===== src/rtl/clint_irq_ctrl.sv =====
// Machine-mode interrupt controller behind the CLINT: registers timer/software/external
// sources, exposes the mip view and runs a one-at-a-time request/ack handshake with the core.
module clint_irq_ctrl #(
  parameter int unsigned SYNC_MEIP = 1,
  parameter int unsigned XLEN      = 64
) (
  input  logic            clk,
  input  logic            rst,
  input  logic [XLEN-1:0] mtime,
  input  logic [XLEN-1:0] mtimecmp,
  input  logic            msip,
  input  logic            meip,
  input  logic            mstatus_mie,
  input  logic [XLEN-1:0] mie,
  input  logic            irq_ack,
  input  logic            mret,
  output logic            irq_req,
  output logic [XLEN-1:0] mcause_o,
  output logic [XLEN-1:0] mip_o,
  output logic            busy_o
);

  typedef enum logic [1:0] {
    IDLE   = 2'd0,
    REQ    = 2'd1,
    ACTIVE = 2'd2
  } state_e;

  state_e          state_q, state_d;
  logic [XLEN-1:0] mcause_q, mcause_d;
  logic            mtip_q, mtip_d;
  logic            msip_q, msip_d;
  logic            meip_q;
  logic            en_mei, en_msi, en_mti;
  logic [3:0]      sel_code;
  logic            latched_pending;

  // Only mie bits 3, 7 and 11 take part in selection.
  logic            unused_mie;
  assign unused_mie = ^{mie[XLEN-1:12], mie[10:8], mie[6:4], mie[2:0]};

  assign mtip_d = (mtime >= mtimecmp);
  assign msip_d = msip;

  if (SYNC_MEIP != 0) begin : g_meip_sync
    logic meip_s1_q;
    always_ff @(posedge clk) begin
      if (rst) begin
        meip_s1_q <= 1'b0;
        meip_q    <= 1'b0;
      end else begin
        meip_s1_q <= meip;
        meip_q    <= meip_s1_q;
      end
    end
  end else begin : g_meip_reg
    always_ff @(posedge clk) begin
      if (rst) meip_q <= 1'b0;
      else     meip_q <= meip;
    end
  end

  always_comb begin
    en_mei = meip_q & mie[11];
    en_msi = msip_q & mie[3];
    en_mti = mtip_q & mie[7];

    if (en_mei)      sel_code = 4'd11;
    else if (en_msi) sel_code = 4'd3;
    else             sel_code = 4'd7;

    // The presented cause identifies which source must stay pending while in REQ.
    case (mcause_q[3:0])
      4'd11:   latched_pending = en_mei;
      4'd3:    latched_pending = en_msi;
      4'd7:    latched_pending = en_mti;
      default: latched_pending = 1'b0;
    endcase

    state_d  = state_q;
    mcause_d = mcause_q;
    case (state_q)
      IDLE: begin
        if (mstatus_mie && (en_mei || en_msi || en_mti)) begin
          state_d  = REQ;
          mcause_d = {1'b1, {(XLEN-5){1'b0}}, sel_code};
        end
      end
      REQ: begin
        if (irq_ack) begin
          state_d = ACTIVE;
        end else if (!latched_pending || !mstatus_mie) begin
          state_d  = IDLE;
          mcause_d = '0;
        end
      end
      ACTIVE: begin
        if (mret) begin
          state_d  = IDLE;
          mcause_d = '0;
        end
      end
      default: begin
        state_d  = IDLE;
        mcause_d = '0;
      end
    endcase
  end

  always_ff @(posedge clk) begin
    if (rst) begin
      state_q  <= IDLE;
      mcause_q <= '0;
      mtip_q   <= 1'b0;
      msip_q   <= 1'b0;
    end else begin
      state_q  <= state_d;
      mcause_q <= mcause_d;
      mtip_q   <= mtip_d;
      msip_q   <= msip_d;
    end
  end

  always_comb begin
    mip_o     = '0;
    mip_o[3]  = msip_q;
    mip_o[7]  = mtip_q;
    mip_o[11] = meip_q;
  end

  assign irq_req  = (state_q == REQ);
  assign busy_o   = (state_q == ACTIVE);
  assign mcause_o = mcause_q;

endmodule

===== config.mk =====
export PLATFORM = sky130hd
export DESIGN_NAME = clint_irq_ctrl
export DESIGN_NICKNAME = d
export VERILOG_FILES = /design/src/rtl/clint_irq_ctrl.sv
export SDC_FILE = /design/constraint.sdc
export NUM_CORES = 1
export LEC_CHECK = 0
export BUFFER_PORTS_ARGS = -buffer_cell sky130_fd_sc_hd__clkbuf_2
export CORE_AREA = 2 2 127 129
export DETAILED_ROUTE_END_ITERATION = 10
export DIE_AREA = 0 0 129 131
export PLACE_DENSITY_LB_ADDON = 0.15
export SLEW_MARGIN = 15
export SYNTH_ARGS = -nofsm -noshare
export SYNTH_HDL_FRONTEND = slang
export SYNTH_SLANG_ARGS = --single-unit

===== constraint.sdc =====
create_clock -name clk -period 2.6 [get_ports clk]
set_input_delay 0.65 -clock clk [delete_from_list [all_inputs] [get_ports clk]]
set_output_delay 0.65 -clock clk [all_outputs]
set_load 0.02 [all_outputs]

# Word level (Yosys, flattened, before mapping)
# Index checks and enable logic that the tools add are counted.
# word_totals
mem_bits_rw	0
in_bits	199
romBits	0
regBits	70
n_memories	0
latchBits	0
wordCells	42
# op_classes
div	0
reduce_logical	9
addsub	0
mul	0
eq_ne	10
magnitude_cmp	1
shifts	0
muxes	13
bitwise	3
# op_table
operator	count
$mux 64	4
$pmux 64 s3	1
$ge 64x64->1	1
$mux 2	4
$ne 2x2->1 const B	3
$pmux 2 s3	1
$eq 4x2->1 const B	1
$eq 4x3->1 const B	1
$eq 4x4->1 const B	1
$mux 4	1
$reduce_and 4->1	1
$and 1x1->1	3
$logic_or 1x1->1	3
$mux 3	1
$ne 3x2->1 const B	1
$pmux 1 s3	1
$reduce_and 3->1	1
$eq 2x1->1 const B	1
$eq 2x2->1 const B	1
$logic_not 1->1	2
$logic_not 2->1	1
$ne 2x1->1 const B	1
$logic_and 1x1->1	1

# Depth between registers and ports, before layout
# logic_depth
word_depth	7
ltp_mapped	8
ltp_nobuf	8

# Least setup slack after synthesis
# No wires, ideal clock.
# synth_path
path_type	input to register
start	in mtimecmp[25]
end	reg mtip_q
stages	8
slack_ps	408
required_ps	2475
arrival_ps	2067
path_cell_list	inv_1 -> ha_1 -> a21o_1 -> a221o_1 -> a221oi_2 -> o21ai_1 -> o311ai_1 -> nand2_1
# synth_between
elab_chain_cells	1
# synth_rtl
item	line_no	rtl
start, declared	10	input logic [XLEN-1:0] mtimecmp,
$ge 64x64->1	42	assign mtip_d = (mtime >= mtimecmp);
end signal, assigned	119	mtip_q <= mtip_d;
end, declared	31	logic mtip_q, mtip_d;
# No other way between the ends.
# A chain may end at the register's enable or synchronous reset.

# Worst setup path in the final report
# layout_path
start	in mtimecmp[57]
end	reg mtip_q
# Same word-level chain as after synthesis.

==> flow_summary.ini <==
[clock_tree]
numCtsBuffers = 3
cts_setup_buffers = 0
clkTransAtPathRegs_ns = 0.04
cts_tree = done
clk_latency_ns = 0.23
post_cts_resized = 0
cts_root_buf = clkbuf_16
clockBufferDepth = 2
h-tree-depth = 1
cts.sinks = 9
hold_buffers = 0

[logic_synthesis]
synth_edf_count = 0
syn_inst = 392
synth-seq-cells = 9
synth_most_common_cell = buf_4
syn_area_per_cell_um2 = 7.51
synth_top_family_by_area = buffers and inverters
synth_compound_area_frac = 0.131
yosys_warnings = 0
yosys.area_share.adder = 0.272
synth_largest_area_cell = buf_4
ys.flop_type = dfxtp_1
synth_top_cell_area_share = 0.319
yosysUniqueCellTypes = 37
synthArstFlopShare = 0
synth_xor_xnor_area_share = 0
yosys.area_share.simple = 0.127
synth_common_cells = buf_4 (125), inv_1 (68), ha_1 (64)
synth_area_leaders = buf_4 (32%), ha_1 (27%), inv_1 (8.7%)
synth_mux_area_frac = 0
ys_seq_area_frac = 0.0612
netlist_area_um2 = 2940

[die]
dieHeight_um = 131
start_util = 0.189
fp.dieW_um = 129
num_io_pins = 329
core_um2 = 15600
num_rows = 46
die-area_um2 = 16900

[placement]
dp.cells = 753
place_area_um2 = 3490
gp_congestion = 0.730
dp_hpwl_um = 6770
io_buffers = 147

[setup_path]
r2r_start = meip_q
end_kind = flip-flop
worstSetupPathType = in -> reg
reg2reg_depth = 6
crit_end = mtip_q
cp_data_required_time_ns = 2.77
worstPathMaxFanout = 2
cp.arrival_ns = 2.51
cp-startpoint = mtimecmp[57]
critPathLaunchType = primary input
reg2reg_setup_slack_ns = 1.24
r2r-end = mcause_o[2]

[power_and_ir_drop]
p_leak_uw = 0.00228
power_density_nw_per_um2 = 266
ir_drop_mv = 0.232

[final_layout]
final_nets = 805
fin_util = 0.229
syn2layout_area_growth_pct = 21.4
finalInstanceArea_um2 = 3570
final_layout_size_suffix_gt1_frac = 0.299
finalNonFillerCells = 758

[route]
wl_per_cell_um = 9.18
drtAntennaViolNets = 0
drt_wl_total_um = 6960
drcViolationCount = 0
dr_total_vias = 2554
first_pass_iters = 4
vias_per_cell = 3.37
drtIter0Drc = 41

[sta]
hold_violations = 0
rsz0062_at_grt = false
whs_ns = 0.431
fmax_mhz = 427
report.final.slew_viol_count = 0
skew_ns = 0.00167
period_share = 0.900
finalSetupViolations = 0
min_period_ns = 2.34

[job]
maxCapViolCount = 0

[global_route]
grt_remaining_overflow = 0
grt_antenna_before_repair = 0
track_usage = 0.0711
grt_pass1_wl_um = 10000
first_global_vias = 2265
grt_max_degree = 10

[status]
status = finished clean

[hold_path]
hold_class = reg -> reg
[registers in the layout, summed over array words and instances (netlist names)]
| name | flops |
|---|---|
| g_meip_sync.meip_s1_q | 1 |
| msip_q | 1 |
| mtip_q | 1 |
| meip_q | 1 |
| state_q | 2 |
| mcause_o | 3 |
[where the power goes]
part           switching (uW)  internal (uW)  total (uW)  leakage (uW)
combinational             337            194         531       0.00217
sequential               6.74            147         154     0.0000738
clock                    60.6            204         265     0.0000382
total                     404            545         949       0.00228
[logic make-up after synthesis]
logic type,count (synthesis)
other,1
buffers and inverters,194
AO/OA/AOI/OAI,59
AND/OR/NAND/NOR,65
flip-flops,9
adder cells (fa/ha/maj),64
[area by class of cell]
type | instances | area (um^2)
fillers | 1787 | 12000
multi-input cells | 308 | 2010
repair buffers | 152 | 773
well taps | 216 | 270
inverters | 68 | 255
flip-flops and latches | 9 | 180
clock buffers | 4 | 78.8
diodes | 1 | 2.50
[stage by stage]
step	total power, uW	setup TNS (ns)	worst slack (ns)
2_1_floorplan	659	0	0.408
3_3_place_gp	686	-0.0152	-0.0152
3_5_place_dp	688	-0.0318	-0.0318
4_1_cts	961	0	0.205
5_1_grt	1040	0	0.0920
6_report	949	0	0.259
[layer usage]
| metal | vias to the layer above | global-route usage | routed length, um |
|---|---|---|---|
| met5 | - | 0 | 0 |
| met4 | 0 | 0.00575 | 19 |
| met3 | 2 | 0.0118 | 581 |
| met2 | 126 | 0.129 | 3380 |
| met1 | 1066 | 0.0925 | 2980 |
| li1 | 1360 | - | - |
[worst max-delay path: stages]
cell      delay, ns
clkbuf_2       0.07
inv_1          0.03
ha_1           0.28
nand4_1        0.20
nor4_4         0.36
nand3_2        0.17
nor4_4         0.38
o311ai_1       0.15
buf_4          0.16
nand2_1        0.05
[how the worst min path moves through the flow]
stage                               start  cells after the start      to
global placement    g_meip_sync.meip_s1_q                      1  meip_q
global route        g_meip_sync.meip_s1_q                      1  meip_q
floorplan           g_meip_sync.meip_s1_q                      1  meip_q
finish              g_meip_sync.meip_s1_q                      1  meip_q
CTS                 g_meip_sync.meip_s1_q                      1  meip_q
detailed placement  g_meip_sync.meip_s1_q                      1  meip_q
[cell usage in the layout, fill, tap and decap left out, types with 8 or more instances in the layout]
master	count
a21oi_1	26
clkbuf_2	147
conb_1	120
dfxtp_1	9
ha_1	64
inv_1	68
nand2_1	20
nand3_1	8
nand4_1	10
o21ai_0	8
No activity file was read; power rests on OpenSTA's default activity.
